`src/rtl/bcd_pkg.sv`:
```
// bcd_pkg: shared BCD definitions for the serial BCD accumulator slice.
//   BCD_W        bits per BCD digit
//   BCD_MAX      largest legal BCD digit value
//   bcd_digit_t  one BCD digit
//   is_valid_bcd returns 1 when a 4-bit code is a legal decimal digit (0..9)
package bcd_pkg;

  localparam int BCD_W = 4;
  localparam logic [BCD_W-1:0] BCD_MAX = 4'd9;

  typedef logic [BCD_W-1:0] bcd_digit_t;

  function automatic logic is_valid_bcd(input bcd_digit_t d);
    return (d <= BCD_MAX);
  endfunction

endpackage

```
`src/rtl/bcd_bit_deserializer.sv`:
```
// bcd_bit_deserializer: assembles 4 serial bits (LSB first) into one BCD digit.
// Ports:
//   clk, rst      clock, asynchronous active-high reset
//   din, din_en   serial bit and its qualifier; a bit is taken on every
//                 posedge with din_en=1. There is no ready: the stage always
//                 accepts, and din_en=0 cycles hold all state.
//   clr           synchronous clear of the partial digit; wins over din_en
//   asm_digit     combinational digit being completed this cycle
//   asm_done      combinational strobe: the 4th bit is being sampled now
//   digit         registered last assembled digit
//   digit_valid   registered 1-cycle pulse, one clock after the 4th bit
//   bit_cnt_dbg   current bit position, for observation
module bcd_bit_deserializer
  import bcd_pkg::*;
(
  input  logic       clk,
  input  logic       rst,
  input  logic       din,
  input  logic       din_en,
  input  logic       clr,
  output bcd_digit_t asm_digit,
  output logic       asm_done,
  output bcd_digit_t digit,
  output logic       digit_valid,
  output logic [1:0] bit_cnt_dbg
);

  logic [1:0] bit_cnt;
  // Bits shift in at the MSB end, so after three bits shreg = {b2, b1, b0}.
  logic [2:0] shreg;

  always_comb begin
    asm_digit = {din, shreg};
    asm_done  = din_en && !clr && (bit_cnt == 2'd3);
  end

  always_ff @(posedge clk or posedge rst) begin
    if (rst) begin
      bit_cnt     <= '0;
      shreg       <= '0;
      digit       <= '0;
      digit_valid <= 1'b0;
    end else if (clr) begin
      bit_cnt     <= '0;
      shreg       <= '0;
      digit_valid <= 1'b0;
    end else begin
      digit_valid <= asm_done;
      if (din_en) begin
        shreg   <= {din, shreg[2:1]};
        bit_cnt <= bit_cnt + 2'd1;
      end
      if (asm_done) begin
        digit <= asm_digit;
      end
    end
  end

  assign bit_cnt_dbg = bit_cnt;

endmodule

```
`src/rtl/bcd_serial_accumulator.sv`:
```
// bcd_serial_accumulator: takes the serial BCD stream of the Excess-3 -> BCD
// converter, assembles digits, range-checks them and accumulates accepted
// digits both as packed BCD (newest digit in the low nibble) and as binary.
// Ports:
//   Clk, Rst     clock, asynchronous active-high reset
//   Din, Din_en  serial bit (LSB of digit first) and its valid qualifier
//   Clr          synchronous clear of partial digit, accumulators, sticky flags
//   Digit        last assembled digit
//   Digit_valid  1-cycle pulse, Digit updated
//   Digit_err    1-cycle pulse together with Digit_valid when Digit > 9
//   Value        packed BCD of accepted digits
//   Bin          binary equivalent of Value
//   Count        number of accepted digits, 0..NUM_DIGITS
//   Err          sticky: a digit > 9 was seen
//   Ovf          sticky: digit rejected because full, or Bin overflowed
module bcd_serial_accumulator
  import bcd_pkg::*;
#(
  parameter int NUM_DIGITS = 4,
  parameter int BIN_W      = 14,
  localparam int CNT_W     = $clog2(NUM_DIGITS + 1)
) (
  input  logic                        Clk,
  input  logic                        Rst,
  input  logic                        Din,
  input  logic                        Din_en,
  input  logic                        Clr,
  output bcd_digit_t                  Digit,
  output logic                        Digit_valid,
  output logic                        Digit_err,
  output logic [BCD_W*NUM_DIGITS-1:0] Value,
  output logic [BIN_W-1:0]            Bin,
  output logic [CNT_W-1:0]            Count,
  output logic                        Err,
  output logic                        Ovf
);

  bcd_digit_t asm_digit;
  logic       asm_done;
  logic [1:0] bit_cnt_dbg;

  bcd_bit_deserializer u_deser (
    .clk         (Clk),
    .rst         (Rst),
    .din         (Din),
    .din_en      (Din_en),
    .clr         (Clr),
    .asm_digit   (asm_digit),
    .asm_done    (asm_done),
    .digit       (Digit),
    .digit_valid (Digit_valid),
    .bit_cnt_dbg (bit_cnt_dbg)
  );

  // Accumulators update on the same edge that registers Digit, so the new
  // Value/Bin are visible in the cycle Digit_valid is high.
  logic             asm_ok;
  logic             full;
  logic [BIN_W+3:0] bin_wide;
  logic             bin_ovf;

  always_comb begin
    asm_ok   = is_valid_bcd(asm_digit);
    full     = (Count == CNT_W'(NUM_DIGITS));
    // Bin*10 + d as (Bin<<3)+(Bin<<1)+d, with 4 guard bits for overflow.
    bin_wide = ({4'b0, Bin} << 3) + ({4'b0, Bin} << 1) + {{BIN_W{1'b0}}, asm_digit};
    bin_ovf  = |bin_wide[BIN_W+3:BIN_W];
  end

  always_ff @(posedge Clk or posedge Rst) begin
    if (Rst) begin
      Digit_err <= 1'b0;
      Value     <= '0;
      Bin       <= '0;
      Count     <= '0;
      Err       <= 1'b0;
      Ovf       <= 1'b0;
    end else if (Clr) begin
      Digit_err <= 1'b0;
      Value     <= '0;
      Bin       <= '0;
      Count     <= '0;
      Err       <= 1'b0;
      Ovf       <= 1'b0;
    end else begin
      Digit_err <= asm_done && !asm_ok;
      if (asm_done) begin
        if (!asm_ok) begin
          Err <= 1'b1;
        end else if (full) begin
          Ovf <= 1'b1;
        end else begin
          Value <= {Value[BCD_W*NUM_DIGITS-BCD_W-1:0], asm_digit};
          Bin   <= bin_wide[BIN_W-1:0];
          Count <= Count + CNT_W'(1);
          if (bin_ovf) begin
            Ovf <= 1'b1;
          end
        end
      end
    end
  end

endmodule

```
`config.mk`:
```
export PLATFORM = sky130hd
export DESIGN_NAME = bcd_serial_accumulator
export DESIGN_NICKNAME = d
export VERILOG_FILES = /design/src/rtl/bcd_pkg.sv /design/src/rtl/bcd_bit_deserializer.sv /design/src/rtl/bcd_serial_accumulator.sv
export SDC_FILE = /design/constraint.sdc
export NUM_CORES = 1
export LEC_CHECK = 0
export BUFFER_PORTS_ARGS = -buffer_cell sky130_fd_sc_hd__buf_4
export CAP_MARGIN = 15
export CORE_ASPECT_RATIO = 0.6
export CORE_MARGIN = 3
export CORE_UTILIZATION = 51
export DETAILED_ROUTE_END_ITERATION = 7
export PLACE_DENSITY = 0.76
export SLEW_MARGIN = 20
export SYNTH_ARGS = -nofsm -noshare
export SYNTH_HDL_FRONTEND = slang
export SYNTH_SLANG_ARGS = --single-unit
```
`constraint.sdc`:
```
create_clock -name Clk -period 2.5 [get_ports Clk]
set_input_delay 0.125 -clock Clk [delete_from_list [all_inputs] [get_ports Clk]]
set_output_delay 0.125 -clock Clk [all_outputs]
set_load 0.005 [all_outputs]
```
Yosys cells after proc, flatten, opt, wreduce, memory -nomap -nowiden
Index checks and enable logic that the tools add are counted.

word-level totals
  register bits = 46
  bits in latches = 0
  RAM bits = 0
  memory bits (read-only) = 0
  input port bits = 5
  output and inout bits = 41
  word-level logic and storage cells = 60
  memories = 0

operators by class
  add/sub/neg operators = 4
  $mul = 0
  div/mod/pow operators = 0
  $lt $le $gt $ge = 1
  equality and inequality tests = 4
  shifts and indexed selects = 0
  mux-type cells = 26
  bitwise gates (word level) = 1
  reductions and logical operators = 14

operators with widths
  cell                                                   number
  2-to-1 mux 16 bit                                      4
  2-to-1 mux 14 bit                                      4
  adder 17 x 15 -> 18 bit                                1
  adder 18 x 4 -> 18 bit                                 1
  2-to-1 mux 3 bit                                       6
  2-to-1 mux 1 bit                                       10
  AND reduction 3 bit                                    2
  nonzero test 2 bit                                     3
  less-or-equal comparator 4 bit, second input constant  1
  2-to-1 mux 2 bit                                       2
  inequality test 2 bit, second input constant           2
  AND reduction 2 bit                                    2
  OR reduction 4 bit                                     1
  adder 3 x 1 -> 3 bit, second input constant            1
  == test 3 bit, second input constant                   1
  logical AND 1 bit                                      3
  nonzero test 3 bit                                     1
  adder 2 x 1 -> 2 bit, second input constant            1
  == test 2 bit, second input constant                   1
  logical NOT 1 bit                                      2
  inverter 1 bit                                         1

Depth between registers and ports, before layout
  depth in word-level cells = 8
  mapped depth = 11
  gate-level depth less buffers = 11

By module
A second synthesis with hierarchy kept.

unflattened totals
  cell total of the unflattened synthesis = 241
  area, all modules = 2,575.0 um2

by module, submodules not included
  module                  instances  cells an instance  area each (um2)  sequential area each (um2)
  bcd_serial_accumulator  1          210                2,134.5          875.8
  bcd_bit_deserializer    1          31                 440.4            250.2

Worst setup path before layout
Ideal clock, no wire load.

  path type = register -> register
  start = register, netlist name Value[0]
  end = register Ovf
  library setup time = 0.099 ns
  arrival time = 2.678 ns
  data required time = 2.401 ns
  setup slack = -0.277 ns
  stages on the path, launching flop included = 12
  buffers on the path = 0
  clock period less this slack = 2.777 ns
  cell sequence = dfrtp_1 > inv_1 > fa_1 > inv_1 > fa_1 > a21o_2 > a31o_1 > a21boi_2 > o21ai_2 > xnor2_1 > and3_1 > a311oi_1

RTL lines
  item                  line                          source
  end signal, assigned  bcd_serial_accumulator.sv:77  Ovf <= 1'b0;
  end signal, assigned  bcd_serial_accumulator.sv:84  Ovf <= 1'b0;
  end signal, assigned  bcd_serial_accumulator.sv:91  Ovf <= 1'b1;
  end, declared         bcd_serial_accumulator.sv:35  output logic Ovf

Final worst setup path
  start = register Bin[2]
  end = register Ovf

between the ends
  longest elaborated chain between the ends = 5

RTL lines
  item                                  line                          source
  start, declared                       bcd_serial_accumulator.sv:32  output logic [BIN_W-1:0] Bin,
  start signal, assigned                bcd_serial_accumulator.sv:94  Bin <= bin_wide[BIN_W-1:0];
  adder 17 x 15 -> 18 bit               bcd_serial_accumulator.sv:66  bin_wide = ({4'b0, Bin} << 3) + ({4'b0, Bin} << 1) + {{BIN_W{1'b0}}, asm_digit};
  adder 18 x 4 -> 18 bit                bcd_serial_accumulator.sv:66
  OR reduction 4 bit                    bcd_serial_accumulator.sv:67  bin_ovf = |bin_wide[BIN_W+3:BIN_W];
  nonzero test 3 bit (no source line)   n/a
  AND reduction 3 bit (no source line)  n/a

Every way passes these cells.
A chain may end at the register's enable or synchronous reset.

==> parameters.txt <==
Parameter                              Value

Outcome
  Run status    finished, violations left
  Violations in the final reports    setup timing

Die
  Total number of placement rows    19
  Height of the die    62.7 um
  Starting density of the core    0.563
  Area of the die    roughly 6300 um^2
  Die Span X    roughly 100 um
  Area of the core    4850 um^2
  I/O pin total    46

Clock tree
  Maximum clock insertion buffer count    2
  CTS tree    yes
  Cell at the root of the clock tree    sky130_fd_sc_hd__clkbuf_8
  Insertion delay to the later sink of the worst-skew pair    ~300 ps
  CTS clk-pin slew, worst paths    about 90 ps
  Count of H-tree levels built during CTS    2
  Total number of clock tree sinks    between 40 and 50
  Number of clock buffers inserted by TritonCTS    5

STA
  Total count of hold-check failures in the final report    0
  Number of failing setup endpoints in the final timing report    2
  Final clock skew    4.07 ps
  Worst relative slew slack    0.548
  Final setup margin    -46.0 ps
  Peak Freq    about 0.39 GHz
  Max-slew violation count    0
  Fin Setup TNS    -67.9 ps
  Min cycle time layout    ~2500 ps
  Measured slew at the worst slew-check pin    roughly 670 ps
  Unrepaired setup endpoints after global routing    yes
  Portion of the clock cycle consumed by the worst path in the final layout    1.02

Yosys
  Post-Syn Area    between 2000 and 3000 um^2
  Number of warning messages in the yosys log    0
  Primary flip-flop cell chosen by synthesis mapping    sky130_fd_sc_hd__dfrtp_1
  Share of synthesized area occupied by flip-flops and latches    0.412
  Net count after synthesis    about 320
  Proportion of register bits with asynchronous set or reset after synthesis    1.00
  Synth Area per Inst    9.55 um^2
  Number of enable flip-flop cells after synthesis    0
  Flop and latch count out of synthesis    45
  Gate Count Post-Synth    between 200 and 300
  Synth unique cells    41

Critical path
  Max stage delay on crit path    between 500 and 600 ps
  Critical path class    flop to flop
  Critical-path cell list    inv_2, fa_1, inv_2, fa_2, a21o_2, a31o_1, a21boi_2, o21ai_2, xnor2_1, and3_1, a311oi_2
  Worst path arrival time    around 2800 ps
  Type of destination of the critical path    flop
  Setup slack, reg-to-reg    -50 ps
  CP required    2720 ps
  Crit path from    Bin[2]
  Library cell appearing most often on the critical path    sky130_fd_sc_hd__inv_2
  Launching point of the worst reg2reg path    Bin[2]
  Kind of start point of the critical path    flop
  Maximum fanout along the worst path    2
  Cell with the largest stage delay on the worst path    sky130_fd_sc_hd__fa_1

Drt
  Final Routed Wirelength    6.57 mm
  Average via count per standard cell    5.56
  Remaining antenna violation count after routing    0
  Via count    around 2300
  Number of detailed-route iterations in the first pass    4
  # DRC    0
  Initial DRC count    around 120
  DR WL/cell    between 15 and 20 um

Run
  Max-capacitance violation count    0

Global route
  Global-route wire length before repair    ~11 mm
  Number of antenna violations at the first check in global routing    0
  Remaining global-route overflow    0
  Total global-route track usage    0.223
  Maximum number of pins on one net before global-route repair    41
  Number of global-route vias before repair    around 2300

Placed design
  DP HPWL    about 4.8 mm
  Pre-CTS setup slack    -65.8 ps
  Number of cells in the design after placement    approximately 400
  Placement Cell Area    3210 um^2
  Number of input and output port buffers inserted    between 40 and 50
  Weighted congestion at the end of routability-driven global placement    around 0.86

Power and ir drop
  Highest ir drop seen on vdd    around 0.25 mV
  Leakage power total    about 1.9 nW
  Power Density    slightly above 400 nW/um^2

Cells and area
  Post-route core utilization    0.699
  Cell area after layout    3390 um^2
  Fin cells    between 400 and 500
  Area overhead of the layout relative to synthesis    24.1%
  Proportion of layout cells with a drive suffix above 1    0.272
  Area used by multi-input combinational logic    roughly 1500 um^2
  Total area of sequential cells    between 1000 and 1500 um^2
  Fill cell count    roughly 370
  Net count reported at finish    between 300 and 400
  Antenna diodes    0

Hold path
  Hold path startpoint    Din
  HP Class    input pin to flop
-- logic make-up (layout without fill, tap and decap cells) --
group / count (synthesis) / after routing / share of synthesized area
mux: 8 / 8 / 0.0302
fa+ha+maj: 32 / 32 / 0.152
compound gates: 49 / 49 / 0.113
flops: 45 / 45 / 0.412
buf+inv: 28 / 88 / 0.0444
simple gates: 112 / 112 / 0.209
xor+xnor: 12 / 12 / 0.0385
-- power breakdown --
part | switching, mW | internal [mW]
sequential | 0.00745 | 0.738
clock | 0.276 | 0.300
combinational | 0.0478 | 0.0372
-- synthesized netlist by cell type, drive strengths merged, types with 2 or more instances --
cell type   n  area (um^2)
ha         30          375
fa          2         40.0
and3        4         25.0
o31ai       3         22.5
inv        13         48.8
nand3       8         40.0
nand3b     28          214
buf         6         38.8
a211o       2         17.5
nor2       12         47.6
a21oi      13         65.1
xor2        5         43.8
nand4       2         12.5
o311ai      2         17.5
dfrtp      45         1130
o21ai      19         98.8
mux2        2         22.5
nand2      53          199
clkbuf      9         33.8
xnor2       7         61.3
and2        2         15.0
nor2b       2         12.5
mux2i       6         60.1
-- through the flow --
stage / hold slack (ps) / total power, mW
6_report: 117 / 1.41
5_1_grt: 164 / 1.45
4_1_cts: 115 / 1.41
3_5_place_dp: 178 / 0.844
3_3_place_gp: 186 / 0.843
2_1_floorplan: 281 / 0.809
-- cells in the final DEF (no fill, tap or decap), types with 2 or more instances in the layout --
cell	netlist	routed
sky130_fd_sc_hd__buf_4	1	66
sky130_fd_sc_hd__nand2_1	53	53
sky130_fd_sc_hd__dfrtp_1	45	45
sky130_fd_sc_hd__ha_1	30	29
sky130_fd_sc_hd__nand3b_1	27	27
sky130_fd_sc_hd__nor2_1	11	11
sky130_fd_sc_hd__a21oi_1	13	10
sky130_fd_sc_hd__o21ai_0	13	9
sky130_fd_sc_hd__inv_1	13	9
sky130_fd_sc_hd__nand3_1	8	8
sky130_fd_sc_hd__o21ai_1	5	8
sky130_fd_sc_hd__xnor2_1	7	7
sky130_fd_sc_hd__mux2i_1	6	6
sky130_fd_sc_hd__clkbuf_8	0	5
sky130_fd_sc_hd__and3_1	4	4
sky130_fd_sc_hd__xor2_1	5	4
sky130_fd_sc_hd__inv_2	0	3
sky130_fd_sc_hd__a21oi_2	0	3
sky130_fd_sc_hd__o31ai_1	3	3
sky130_fd_sc_hd__nor2b_1	2	2
sky130_fd_sc_hd__a211o_1	2	2
sky130_fd_sc_hd__nand4_1	2	2
sky130_fd_sc_hd__o311ai_1	2	2
sky130_fd_sc_hd__o21ai_2	1	2
sky130_fd_sc_hd__mux2_2	2	2
-- layout make-up --
cell class | count | area share
timing repair buffer | 67 | 0.149
sequential | 45 | 0.332
clock inverter | 3 | 0.0129
tap | 63 | 0.0233
multi-input combinational | 213 | 0.448
clock buffer | 5 | 0.0203
inverter | 13 | 0.0144
-- routing by layer --
layer / share of wire / up-vias / GRT usage
li1: - / 1106 / -
met1: 0.50 / 1081 / 0.353
met2: 0.42 / 79 / 0.314
met3: 0.069 / 10 / 0.0390
met4: 0.011 / 0 / 0.0454
met5: 0 / - / 0
-- repair_timing --
item                                    CTS  global route
endpoints found under the hold margin    16             0
endpoints found under the setup margin    3             5
resized for setup                         1             9
pin swaps                                 1            11
hold buffers                              1             0
buffers inserted                          1             3
-- final timing paths --
path	cells after the start	to
setup / recovery	11	Ovf
min in group asynchronous	3	Count[0]
hold reg to reg	2	u_deser.digit[0]
hold / removal	3	u_deser.shreg[2]
max in group asynchronous	4	Bin[11]
setup reg to reg	11	Ovf
-- state kept, by name (all words and copies together), names as in the netlist --
signal / cells
Value: 16
Bin: 13
u_deser.digit: 4
Count: 3
u_deser.shreg: 3
u_deser.bit_cnt_dbg: 2
Digit_err: 1
Err: 1
Ovf: 1
u_deser.digit_valid: 1
-- critical path, delay by kind of cell, from the launching register on --
family	cells	cell delay, ps
simple gates	1	150
xor+xnor	1	120
compound gates	5	860
fa+ha+maj	2	850
buf+inv	2	100
flops	1	370
Note: power is estimated with default switching activity, not from simulation.
